--- src/rtl/sig_seq_pkg.sv ---
// Shared types and constants for the signature sequence monitor.
// Optional timestamp capture is enabled by defining SIG_SEQ_TSTAMP_EN.
package sig_seq_pkg;

  typedef enum logic [1:0] {
    ST_IDLE  = 2'd0,
    ST_ARMED = 2'd1,
    ST_PASS  = 2'd2,
    ST_FAIL  = 2'd3
  } state_t;

  localparam logic [1:0] CAUSE_NONE    = 2'd0;
  localparam logic [1:0] CAUSE_TMO     = 2'd1;
  localparam logic [1:0] CAUSE_RESTART = 2'd2;

  localparam int TSTAMP_W = 32;

endpackage

--- src/rtl/sig_stab_filter.sv ---
// Masked signature compare plus the consecutive-match stability counter;
// o_adv fires on the sample that completes STABLE_CYC matching samples.
module sig_stab_filter
  import sig_seq_pkg::*;
#(
  parameter int WIDTH      = 16,
  parameter int STABLE_CYC = 2
) (
  input  logic             mclk,
  input  logic             reset_n,
  input  logic             i_en,
  input  logic             i_clr,
  input  logic [WIDTH-1:0] i_sig,
  input  logic [WIDTH-1:0] i_code,
  input  logic [WIDTH-1:0] i_mask,
  output logic             o_adv
);

  localparam int CNT_W = (STABLE_CYC > 1) ? $clog2(STABLE_CYC) : 1;
  localparam logic [CNT_W-1:0] LAST_CNT = CNT_W'(STABLE_CYC - 1);

  logic [CNT_W-1:0] r_cnt;
  logic             w_hit;

  assign w_hit = i_en && (((i_sig ^ i_code) & i_mask) == {WIDTH{1'b0}});
  assign o_adv = w_hit && (r_cnt == LAST_CNT);

  // Count consecutive hits; any miss or a completed stage restarts the count.
  always_ff @(posedge mclk) begin
    if (!reset_n) begin
      r_cnt <= '0;
    end else if (i_clr || !w_hit || o_adv) begin
      r_cnt <= '0;
    end else begin
      r_cnt <= r_cnt + CNT_W'(1);
    end
  end

endmodule

--- src/rtl/sig_seq_monitor.sv ---
// Watches a signature bus for an ordered list of codes with a per-stage timeout.
// Define SIG_SEQ_TSTAMP_EN to add per-stage advance timestamps (stage_tstamp).
module sig_seq_monitor
  import sig_seq_pkg::*;
#(
  parameter int WIDTH      = 16,
  parameter int NUM_STAGE  = 4,
  parameter int TMO_W      = 24,
  parameter int STABLE_CYC = 2
) (
  input  logic                               mclk,
  input  logic                               reset_n,
  input  logic                               start,
  input  logic                               clear,
  input  logic [WIDTH-1:0]                   sig_in,
  input  logic [WIDTH-1:0]                   sig_mask,
  input  logic [NUM_STAGE*WIDTH-1:0]         exp_codes,
  input  logic [TMO_W-1:0]                   tmo_limit,
  output logic                               busy,
  output logic                               pass,
  output logic                               fail,
  output logic [1:0]                         fail_cause,
  output logic [$clog2(NUM_STAGE+1)-1:0]     stage_idx
`ifdef SIG_SEQ_TSTAMP_EN
  ,output logic [NUM_STAGE*TSTAMP_W-1:0]     stage_tstamp
`endif
);

  localparam int IDX_W = $clog2(NUM_STAGE + 1);

  state_t           r_state, w_state_nx;
  logic [WIDTH-1:0] r_sig_q;
  logic [IDX_W-1:0] r_stage_idx, w_stage_nx, w_sel;
  logic [1:0]       r_cause, w_cause_nx;
  logic [TMO_W-1:0] r_tmo_cnt;
  logic             r_busy, r_pass, r_fail;
  logic [WIDTH-1:0] w_code;
  logic             w_armed, w_adv, w_adv_taken, w_expire, w_arm_evt;

  assign w_armed     = (r_state == ST_ARMED);
  assign w_sel       = (r_stage_idx < IDX_W'(NUM_STAGE)) ? r_stage_idx : '0;
  assign w_code      = exp_codes[int'(w_sel)*WIDTH +: WIDTH];
  assign w_adv_taken = w_adv && !start && !clear;
  assign w_expire    = w_armed && (tmo_limit != '0) && (r_tmo_cnt == tmo_limit - TMO_W'(1));
  assign w_arm_evt   = (w_state_nx == ST_ARMED) && !w_armed;

  sig_stab_filter #(
    .WIDTH      (WIDTH),
    .STABLE_CYC (STABLE_CYC)
  ) u_filter (
    .mclk    (mclk),
    .reset_n (reset_n),
    .i_en    (w_armed),
    .i_clr   (start | clear),
    .i_sig   (r_sig_q),
    .i_code  (w_code),
    .i_mask  (sig_mask),
    .o_adv   (w_adv)
  );

  // Next-state logic: clear beats start, start beats advance, advance beats timeout.
  always_comb begin
    w_state_nx = r_state;
    w_stage_nx = r_stage_idx;
    w_cause_nx = r_cause;
    if (clear) begin
      w_state_nx = ST_IDLE;
      w_stage_nx = '0;
      w_cause_nx = CAUSE_NONE;
    end else if (start) begin
      w_stage_nx = '0;
      if (w_armed) begin
        w_state_nx = ST_FAIL;
        w_cause_nx = CAUSE_RESTART;
      end else begin
        w_state_nx = ST_ARMED;
        w_cause_nx = CAUSE_NONE;
      end
    end else begin
      case (r_state)
        ST_ARMED: begin
          if (w_adv) begin
            w_stage_nx = r_stage_idx + IDX_W'(1);
            if (r_stage_idx == IDX_W'(NUM_STAGE - 1)) begin
              w_state_nx = ST_PASS;
            end else begin
              w_state_nx = ST_ARMED;
            end
          end else if (w_expire) begin
            w_state_nx = ST_FAIL;
            w_cause_nx = CAUSE_TMO;
          end else begin
            w_state_nx = ST_ARMED;
          end
        end
        // A restart-induced FAIL lasts one cycle, then the monitor re-arms itself.
        ST_FAIL: begin
          if (r_cause == CAUSE_RESTART) begin
            w_state_nx = ST_ARMED;
            w_stage_nx = '0;
            w_cause_nx = CAUSE_NONE;
          end else begin
            w_state_nx = ST_FAIL;
          end
        end
        default: begin
          w_state_nx = r_state;
        end
      endcase
    end
  end

  // Signature sample register; every compare works on this copy.
  always_ff @(posedge mclk) begin
    if (!reset_n) begin
      r_sig_q <= '0;
    end else begin
      r_sig_q <= sig_in;
    end
  end

  // State, stage index and status flags, all taken from the next-state view.
  always_ff @(posedge mclk) begin
    if (!reset_n) begin
      r_state     <= ST_IDLE;
      r_stage_idx <= '0;
      r_cause     <= CAUSE_NONE;
      r_busy      <= 1'b0;
      r_pass      <= 1'b0;
      r_fail      <= 1'b0;
    end else begin
      r_state     <= w_state_nx;
      r_stage_idx <= w_stage_nx;
      r_cause     <= w_cause_nx;
      r_busy      <= (w_state_nx == ST_ARMED);
      r_pass      <= (w_state_nx == ST_PASS);
      r_fail      <= (w_state_nx == ST_FAIL);
    end
  end

  // Per-stage timeout counter, restarted on arm and on every accepted advance.
  always_ff @(posedge mclk) begin
    if (!reset_n) begin
      r_tmo_cnt <= '0;
    end else if ((w_state_nx != ST_ARMED) || w_arm_evt || w_adv_taken) begin
      r_tmo_cnt <= '0;
    end else begin
      r_tmo_cnt <= r_tmo_cnt + TMO_W'(1);
    end
  end

  assign busy       = r_busy;
  assign pass       = r_pass;
  assign fail       = r_fail;
  assign fail_cause = r_cause;
  assign stage_idx  = r_stage_idx;

`ifdef SIG_SEQ_TSTAMP_EN
  logic [TSTAMP_W-1:0]           r_ts_cnt;
  logic [NUM_STAGE*TSTAMP_W-1:0] r_ts;

  // Cycle counter that reads k on the k-th edge after arming.
  always_ff @(posedge mclk) begin
    if (!reset_n) begin
      r_ts_cnt <= '0;
    end else if (w_arm_evt) begin
      r_ts_cnt <= '0;
    end else begin
      r_ts_cnt <= r_ts_cnt + TSTAMP_W'(1);
    end
  end

  // Capture the edge number of each advance into its stage slot.
  always_ff @(posedge mclk) begin
    if (!reset_n) begin
      r_ts <= '0;
    end else if (start) begin
      r_ts <= '0;
    end else if (w_adv_taken) begin
      for (int k = 0; k < NUM_STAGE; k++) begin
        if (r_stage_idx == IDX_W'(k)) begin
          r_ts[k*TSTAMP_W +: TSTAMP_W] <= r_ts_cnt + TSTAMP_W'(1);
        end
      end
    end
  end

  assign stage_tstamp = r_ts;
`endif

endmodule

--- config.mk ---
export PLATFORM = sky130hd
export DESIGN_NAME = sig_seq_monitor
export DESIGN_NICKNAME = d
export VERILOG_FILES = /design/src/rtl/sig_seq_pkg.sv /design/src/rtl/sig_stab_filter.sv /design/src/rtl/sig_seq_monitor.sv
export SDC_FILE = /design/constraint.sdc
export NUM_CORES = 1
export LEC_CHECK = 0
export BUFFER_PORTS_ARGS = -buffer_cell sky130_fd_sc_hd__buf_2
export CELL_PAD_IN_SITES_DETAIL_PLACEMENT = 2
export CELL_PAD_IN_SITES_GLOBAL_PLACEMENT = 2
export CORE_MARGIN = 8
export CORE_UTILIZATION = 30
export CTS_CLUSTER_DIAMETER = 100
export DETAILED_ROUTE_END_ITERATION = 12
export GPL_ROUTABILITY_DRIVEN = 0
export PLACE_DENSITY = 0.78
export SYNTH_ARGS = -nofsm -noshare
export SYNTH_HDL_FRONTEND = slang
export SYNTH_SLANG_ARGS = --single-unit
--- constraint.sdc ---
create_clock -name mclk -period 3.67 [get_ports mclk]
set_input_delay 0.367 -clock mclk [delete_from_list [all_inputs] [get_ports mclk]]
set_output_delay 0.367 -clock mclk [all_outputs]
set_load 0.02 [all_outputs]
# Yosys cells after proc, flatten, opt, wreduce, memory -nomap -nowiden
# Index checks and enable logic that the tools add are counted.
word_totals:
  mem_count: 0
  register_bits: 51
  ramBits: 0
  out_inout_bits: 8
  romBits: 0
  latch_bits: 0
  wordCells: 76
  input_bits: 124
classes:
  n_reduce_logical: 25
  shift: 1
  n_mul: 0
  add_sub_neg: 4
  magnitude_cmp: 1
  div: 0
  eq_ne: 14
  n_bitwise: 4
  n_mux: 18
op_table:
  columns: ["cell", "count"]
  rows:
  - ["64-bit by 8-bit indexed part select with 16-bit output", 1]
  - ["24-bit by 1-bit adder with 24-bit output (second input constant)", 1]
  - ["24-bit equality test", 1]
  - ["2-bit two-way mux", 12]
  - ["24-bit nonzero test", 1]
  - ["24-bit by 1-bit subtractor with 24-bit output (second input constant)", 1]
  - ["16-bit bitwise AND", 1]
  - ["16-bit logical NOT", 1]
  - ["16-bit bitwise XOR", 1]
  - ["3-bit two-way mux", 3]
  - ["3-bit inequality test (second input constant)", 3]
  - ["2-bit equality test (second input constant)", 4]
  - ["2-bit one-hot mux with 2 select lines", 2]
  - ["1-bit logical AND", 7]
  - ["3-bit one-hot mux with 2 select lines", 1]
  - ["2-bit OR reduction", 3]
  - ["2-bit by 1-bit equality test with 1-bit output (second input constant)", 2]
  - ["1-bit logical NOT", 4]
  - ["1-bit logical OR", 4]
  - ["2-bit inequality test (second input constant)", 2]
  - ["4-bit AND reduction", 1]
  - ["3-bit by 1-bit adder with 3-bit output (second input constant)", 1]
  - ["3-bit by 2-bit equality test with 1-bit output (second input constant)", 1]
  - ["3-bit < comparator (second input constant)", 1]
  - ["8 further kinds", 8]

# Depth between registers and ports, before layout
# Gate-level depths: netlist (run 1).
depth:
  depth_word: 17
  depth_mapped: 13

# Modules after synthesis
# From an unflattened synthesis (run 1), not the netlist that was laid out.
hier_totals:
  hier_cells: 479
  area_unflattened_um2: 3776.1
by_module_without_submodules:
  columns: ["mod", "n_inst", "area_each_um2", "cells_per_inst"]
  rows:
  - ["sig_seq_monitor", 1, 3515.9, 446]
  - ["sig_stab_filter", 1, 260.2, 33]

# Worst setup path before layout (run 1)
# No wires, ideal clock.
synth_path:
  path_type: "register to register"
  start: "reg r_stage_idx[0], in the netlist stage_idx[0]"
  end: "reg r_tmo_cnt[15]"
  setup_ns: 0.089
  synth_period_minus_slack_ns: 3.065
  path_stages_with_launch: 13
  required_ns: 3.581
  arrival_time_ns: 2.976
  n_path_buf: 3
  setup_slack_ns: 0.605
  path_cell_list: "dfxtp_1 -> buf_6 -> buf_6 -> or3b_1 -> a21oi_1 -> o22ai_1 -> nor4_1 -> o2111a_1 -> nand2_1 -> o41ai_2 -> a31oi_4 -> buf_6 -> nor4_2"
synth_between:
  elab_chain_len: 17
  elab_cells_between_ends: 22
synth_rtl:
  columns: ["item", "line", "source"]
  rows:
  - ["start: declaration", "sig_seq_monitor.sv:33", "logic [IDX_W-1:0] r_stage_idx, w_stage_nx, w_sel;"]
  - ["start signal: assignment", "sig_seq_monitor.sv:133", "r_stage_idx <= w_stage_nx;"]
  - ["3-bit < comparator", "sig_seq_monitor.sv:41", "assign w_sel = (r_stage_idx < IDX_W'(NUM_STAGE)) ? r_stage_idx : '0;"]
  - ["3-bit two-way mux", "sig_seq_monitor.sv:41", null]
  - ["64-bit by 8-bit indexed part select with 16-bit output", "sig_seq_monitor.sv:42", "assign w_code = exp_codes[int'(w_sel)*WIDTH +: WIDTH];"]
  - ["16-bit bitwise XOR", "sig_stab_filter.sv:25", "assign w_hit = i_en && (((i_sig ^ i_code) & i_mask) == {WIDTH{1'b0}});"]
  - ["16-bit bitwise AND", "sig_stab_filter.sv:25", null]
  - ["16-bit logical NOT", "sig_stab_filter.sv:25", null]
  - ["1-bit logical AND", "sig_stab_filter.sv:25", null]
  - ["1-bit logical AND", "sig_stab_filter.sv:26", "assign o_adv = w_hit && (r_cnt == LAST_CNT);"]
  - ["2-bit two-way mux", "sig_seq_monitor.sv:82", "if (w_adv) begin"]
  - ["2-bit one-hot mux with 2 select lines", "sig_seq_monitor.sv:80", "case (r_state)"]
  - ["2-bit two-way mux", "sig_seq_monitor.sv:70", "end else if (start) begin"]
  - ["2-bit two-way mux", "sig_seq_monitor.sv:66", "if (clear) begin"]
  - ["2-bit by 1-bit equality test with 1-bit output", "sig_seq_monitor.sv:45", "assign w_arm_evt = (w_state_nx == ST_ARMED) && !w_armed;"]
  - ["1-bit logical AND", "sig_seq_monitor.sv:45", null]
  - ["1-bit logical OR", "sig_seq_monitor.sv:145", "end else if ((w_state_nx != ST_ARMED) || w_arm_evt || w_adv_taken) begin"]
  - ["1-bit logical OR (*)", "sig_seq_monitor.sv:145", null]
  - ["2-bit OR reduction (no line) (*)", null, null]
  - ["end signal: assignment", "sig_seq_monitor.sv:148", "r_tmo_cnt <= r_tmo_cnt + TMO_W'(1);"]
  - ["end: declaration", "sig_seq_monitor.sv:35", "logic [TMO_W-1:0] r_tmo_cnt;"]
# Mark *: on every way between the ends. The rest lies on a longest branch, timed or not.
# A chain may end at the register's enable or synchronous reset.

# Final worst setup path (run 1)
layout_path:
  start: "reg r_stage_idx[0], in the netlist stage_idx[0]"
  end: "reg r_tmo_cnt[1]"
# The elaborated chain is that of the path after synthesis.

==> results of run 1 <==
-- power by group --
| part | total, W | switching (W) | leakage (nW) | internal, W |
|---|---|---|---|---|
| sequential | 0.000575 | 0.0000105 | 0.416 | 0.000565 |
| clock | 0.000453 | 0.000204 | 0.0696 | 0.000249 |
| combinational | 0.000262 | 0.000143 | 1.49 | 0.000120 |
| total | 0.00129 | 0.000357 | 1.98 | 0.000933 |
-- final timing paths --
kind                                   start                    endpoint
setup reg to reg   stage_idx[0]$_SDFFE_PP0P_     r_tmo_cnt[1]$_SDFF_PP0_
hold reg to reg   fail_cause[0]$_SDFFE_PP0P_  fail_cause[0]$_SDFFE_PP0P_
hold / removal                     sig_in[3]       r_sig_q[3]$_SDFF_PN0_
setup / recovery   stage_idx[0]$_SDFFE_PP0P_     r_tmo_cnt[1]$_SDFF_PP0_
-- layout by cell type, fill, tap and decap left out, drive strengths merged, types with 9 or more instances in the layout --
cell,instances
a21oi,10
and2,22
buf,148
dfxtp,51
inv,14
mux2,9
mux2i,15
nand2,36
nand2b,14
nand3,13
nand3b,11
nand4,18
nor2,33
nor2b,11
nor3,10
nor4,30
o22ai,9
xnor2,25
xor2,29
-- layer usage --
| layer | GRT usage [%] | routed length (um) | up-vias |
|---|---|---|---|
| met3 | 3.412 | 985 | 24 |
| li1 | - | - | 2153 |
| met2 | 33.59 | 8629 | 148 |
| met1 | 22.42 | 7727 | 2186 |
| met5 | 0 | 0 | - |
| met4 | 6.539 | 429 | 0 |
-- layout make-up --
cell class                 count  area (um2)  share of cell area, %
clock buffer                   5       125.1                  2.346
clock inverter                 2       13.76                 0.2580
inverter                      14       52.55                 0.9852
multi-input combinational    416        3087                  57.87
sequential                    51        1022                  19.16
tap                          180       225.2                  4.222
timing repair buffer         148       808.3                  15.15
-- registers in the layout (all words and copies together) (netlist names), 2 cells and up --
name        count
stage_idx       3
fail_cause      2
r_tmo_cnt      24
r_state         2
r_sig_q        16
-- cells by family (layout without fill, tap and decap cells) --
group / Yosys count / count (layout) / share of synthesized area (%)
AOI/OAI and AO/OA: 87 / 87 / 16.82
xor gates and xnor gates: 54 / 54 / 11.08
adders and majority gates: 5 / 5 / 1.465
buffers and inverters: 37 / 169 / 4.396
DFF: 51 / 51 / 23.92
muxes: 24 / 24 / 5.891
and+or+nand+nor: 246 / 246 / 36.43
-- synth_stat cells (3+ instances only) --
cell       number  area share [%]
nand4_1        18             2.6
xor2_1         29             5.9
nand2b_1       14             2.1
nand3_1        13             1.5
a2bb2oi_1       3            0.62
buf_2           6            0.70
and4_1          4            0.82
o21ai_0         4            0.47
a211oi_1        6             1.1
or3_1           6            0.88
nor4_1         10             1.5
nor4_2         19             5.6
nor3b_1         4            0.70
a41oi_1         3            0.62
xnor2_1        25             5.1
dfxtp_1        51              24
nand3b_1       11             1.9
ha_1            5             1.5
inv_1          13             1.1
mux2_2          9             2.4
o22ai_1         9             1.3
buf_6           5             1.3
a311oi_1        4            0.82
nor2_1         33             2.9
o32a_1          3            0.70
or3b_2          3            0.62
o32ai_1         5             1.0
nor2b_1        11             1.6
and2_1         22             3.2
clkbuf_1       11            0.97
nand2_1        36             3.2
mux2i_1        15             3.5
nor3_1         10             1.2
a21boi_0        3            0.53
and3_1          8             1.2
a32oi_1         7             1.4
or2_2           5            0.73
nand4b_1        6             1.2
a21oi_1        10             1.2
a2111oi_0       3            0.62
-- through the flow --
| stage | area (um2) | hold slack [ns] | worst slack, ns | power (W) |
|---|---|---|---|---|
| 4_1_cts | 5309 | 0.2750 | 0.01538 | 0.001303 |
| 2_1_floorplan | 4269 | 0.4887 | 0.6050 | 0.0007048 |
| 5_1_grt | 5334 | 0.2819 | 0.06821 | 0.001354 |
| 3_5_place_dp | 5170 | 0.5469 | 0.09596 | 0.0008452 |
| 3_3_place_gp | 5170 | 0.5114 | 0.2738 | 0.0008354 |
| 6_report | 5334 | 0.2825 | 0.2428 | 0.001290 |
-- critical path: stages (launching register included) --
cell and delay (ns):
dfxtp_1 0.37, buf_4 0.26, nor2b_1 0.35, a32oi_1 0.20, a32oi_1 0.24, nand4_1 0.17, a2111oi_4 0.38, nand2_1 0.18
o41ai_4 0.45, a31oi_4 0.14, buf_12 0.19, nor4b_1 0.35
==> reports/metrics.yaml, run 1 <==
cts:
  clockBufferDepth: 2
  cts_tree: "done"
  clockRootBuffer: "clkbuf_16"
  cts_setup_buffers: 0
  clock-sinks: 51
  cts_buffers: 5
  cts_hold_buf: 0
  insertion_delay_ns: 0.29
  cts_resized: 0
  path_clk_slew_ns: 0.07
  h-tree-depth: 2
global_routing:
  grt_pass1_vias: 5096
  track_usage_pct: 18.96
  antenna_found_initial: 0
  grt_start_max_net_pins: 28
  grt_pass1_wl_um: 27580
  overflow: 0
yosys:
  synth.cell_area_um2: 4269
  ys.flop_type: "dfxtp_1"
  synthCells: 504
  synth_warnings: 0
  synth_edf_count: 0
  ys_ff_latch: 51
  async_flop_share_pct: 0
  synth_area_per_cell_um2: 8.470
  syn_nets: 633
  ys_types: 72
  seq_area_frac_synth_pct: 23.92
place:
  place_inst: 809
  portBuffers: 131
  dpl.hpwl_um: 14730
sta:
  finalCritPeriodShare_pct: 93.38
  fin_tns_setup_ns: 0
  slew_viol_final: 0
  max_slew_margin_pct: 21.01
  finalSetupViolations: 0
  max_freq_mhz: 291.8
  hold_violations: 0
  worst_pin_slew_ns: 1.182
  skew_ns: 0.005231
  fin_crit_ns: 3.427
  grt_setup_unrepaired: "no"
hold_path:
  whs_path_depth: 2
  hold_class: "in -> reg"
status:
  status: "finished clean"
floorplan:
  dieArea_um2: 18300
  core-area_um2: 13880
  initial_utilization_pct: 30.76
  rows: 43
  ios: 132
  die_x_um: 135.3
  die_h_um: 135.3
flow_run:
  cap_violations: 0
routing:
  routed_wl_um: 17770
  post_drt_via_cell_ratio: 5.528
  first_pass_iters: 4
  drt-initial-drc-count: 208
  antenna_left: 0
  drc: 0
  vias: 4511
  post_drt_wl_per_cell_um: 21.78
worst_setup_path:
  end_kind: "flip-flop"
  rrSetupSlack_ns: 0.24
  crit_required_ns: 3.84
  r2r_cells: 11
  critPathLaunchType: "flip-flop"
  critPathMaxFanout: 27
  crit_type: "reg -> reg"
  worstPathArrival_ns: 3.59
final_layout:
  fin_nets: 765
  utilization_pct: 38.43
  area_growth_syn_to_layout_pct: 24.94
  fin_cells: 816
  diodes: 0
  post_route_cells_drive_above_1_share_pct: 31.76
  n_fill_cell: 1643
power:
  p_per_area_nw_per_um2: 241.9
  power.leakage_nw: 1.976
  ir_drop_mv: 0.1461
(Power assumes the default switching activity.)
==> inputs of run 2 (changes only) <==
- CELL_PAD_IN_SITES_DETAIL_PLACEMENT: 2 -> 1
==> reports/metrics.yaml, run 2 (synthesis results as in run 1) <==
final_layout:
  max_flop_register: "r_tmo_cnt"
  area_growth_syn_to_layout_pct: 25.91
  post_route_cells_drive_above_1_share_pct: 31.87
  final_cell_mix: "131 x buf_2, 50 x dfxtp_1, 36 x nand2_1, 33 x nor2_1, 29 x xor2_1"
  layout_commonest_cell: "buf_2"
  largest_register_ff_count: 24
  diodes: 0
  fin_cells: 817
  design_area_um2: 5375
  fin_nets: 765
place:
  portBuffers: 131
  place_ws_ns: 0.1689
  post_dp_cell_area_um2: 5170
  place_inst: 809
  dpl.hpwl_um: 13630
power:
  internal-power_w: 0.001074
  ir_drop_mv: 0.1463
  p_sw_w: 0.0003653
  swShare_pct: 25.38
  power.leakage_nw: 1.996
  power_frac_comb_pct: 17.8
  pwr-share-clk_pct: 42.3
  p_per_area_nw_per_um2: 267.8
  p_seq_share_pct: 39.9
hold_path:
  min-delay-start: "sig_in[3]"
  hold_end: "r_sig_q[3]$_SDFF_PN0_"
  whs_path_depth: 2
  hold_class: "in -> reg"
sta:
  slew_viol_final: 0
  layout_setup_ws_ns: 0.3108
  fin_tns_setup_ns: 0
  fin_crit_ns: 3.359
  finalCritPeriodShare_pct: 91.53
  grt_setup_unrepaired: "no"
  worst_pin_slew_ns: 1.195
  max_freq_mhz: 297.7
  whs_ns: 0.2695
  finalSetupViolations: 0
  skew_ns: 0.008256
  hold_violations: 0
  max_slew_margin_pct: 20.11
floorplan:
  die_x_um: 135.3
  core-area_um2: 13880
  dieArea_um2: 18300
  ios: 132
  initial_utilization_pct: 30.76
  die_h_um: 135.3
  rows: 43
routing:
  vias: 4493
  first_pass_iters: 4
  antenna_left: 0
  drc: 0
  post_drt_via_cell_ratio: 5.499
  post_drt_wl_per_cell_um: 20.20
  drt-initial-drc-count: 242
  routed_wl_um: 16510
worst_setup_path:
  rrSetupSlack_ns: 0.31
  end_kind: "flip-flop"
  slowest_stage: "o41ai_4"
  path_cells: "buf_4, nor2b_1, a32oi_1, a32oi_1, nand4_1, a2111oi_2, nand2_1, o41ai_4, a31oi_4, buf_12, nor4_1"
  critPathMaxStageDelay_ns: 0.44
  critPathLaunchType: "flip-flop"
  r2r_cells: 11
  crit_type: "reg -> reg"
  crit_required_ns: 3.84
  r2r-end: "r_tmo_cnt[2]$_SDFF_PP0_"
  worstPathArrival_ns: 3.53
  r2r_start: "stage_idx[0]$_SDFFE_PP0P_"
  critPathLaunch: "stage_idx[0]$_SDFFE_PP0P_"
  critPathMaxFanout: 27
  cpMostUsedCell: "a32oi_1"
cts:
  clock-sinks: 51
  clockBufferDepth: 2
  h-tree-depth: 2
  cts_buffers: 5
  clockRootBuffer: "clkbuf_16"
  path_clk_slew_ns: 0.07
  insertion_delay_ns: 0.30
  cts_tree: "done"
global_routing:
  grt_use_met2_pct: 30.37
  overflow: 0
  busiest_layer: "met2"
  grtUsageMet1_pct: 21.57
  antenna_found_initial: 0
  grt.met3_usage_pct: 4.006
  grt_pass1_vias: 4882
  grt_start_max_net_pins: 28
  track_usage_pct: 17.87
  grt_pass1_wl_um: 26330
status:
  status: "finished clean"
flow_run:
  cap_violations: 0
[run 2: worst max-delay path by stage]
stage                          endpoint  slack, ns  depth (start not counted)
3_3_place_gp    r_tmo_cnt[7]$_SDFF_PP0_       0.27                         11
4_1_cts         r_tmo_cnt[1]$_SDFF_PP0_       0.15                         12
6_report        r_tmo_cnt[2]$_SDFF_PP0_       0.31                         11
5_1_grt         r_tmo_cnt[1]$_SDFF_PP0_      0.006                         11
2_1_floorplan  r_tmo_cnt[15]$_SDFF_PP0_       0.61                         12
3_5_place_dp    r_tmo_cnt[1]$_SDFF_PP0_       0.17                         12
[run 2: cell type report]
type | count | area [um2]
inverters | 14 | 52.55
clock buffers | 5 | 125.1
multi-input cells | 416 | 3074
flip-flops and latches | 51 | 1022
clock inverters | 3 | 67.56
fillers | 1695 | 8506
well taps | 180 | 225.2
repair buffers | 148 | 808.3
[run 2: power by group through the flow]
| stage | Sequential, W | Clock [W] | Combinational, W |
|---|---|---|---|
| detailed placement | 0.000588 | 0 | 0.000254 |
| CTS | 0.000574 | 0.000623 | 0.000256 |
| global route | 0.000576 | 0.000641 | 0.000279 |
| finish | 0.000575 | 0.000608 | 0.000256 |
| floorplan | 0.000584 | 0 | 0.000121 |
| global placement | 0.000587 | 0 | 0.000249 |
[run 2: worst max-delay path: cells and delay by family, from the launching register on]
kind | cells | cell delay [ns]
compound gates | 5 | 1.41
simple gates | 4 | 0.96
flops | 1 | 0.38
buf+inv | 2 | 0.46
[run 2: timing repair]
action,4_1_cts,5_1_grt
buffers inserted,0,0
hold endpoints to repair,0,0
hold buffers,0,0
resized for setup,0,2
endpoints found under the setup margin,0,16
[run 2: routing by layer]
layer / vias up / part of all wire [%] / wire length, um
li1: 2158 / - / -
met1: 2160 / 44 / 7287
met2: 148 / 46 / 7638
met3: 27 / 7.1 / 1166
met4: 0 / 2.5 / 415
met5: - / 0 / 0
[run 2: per-stage QoR]
step           utilization [%]  total power (W)
2_1_floorplan                -        0.0007048
3_3_place_gp             37.25        0.0008354
3_5_place_dp             37.25        0.0008418
4_1_cts                  38.63         0.001453
5_1_grt                  38.72         0.001496
6_report                 38.72         0.001439
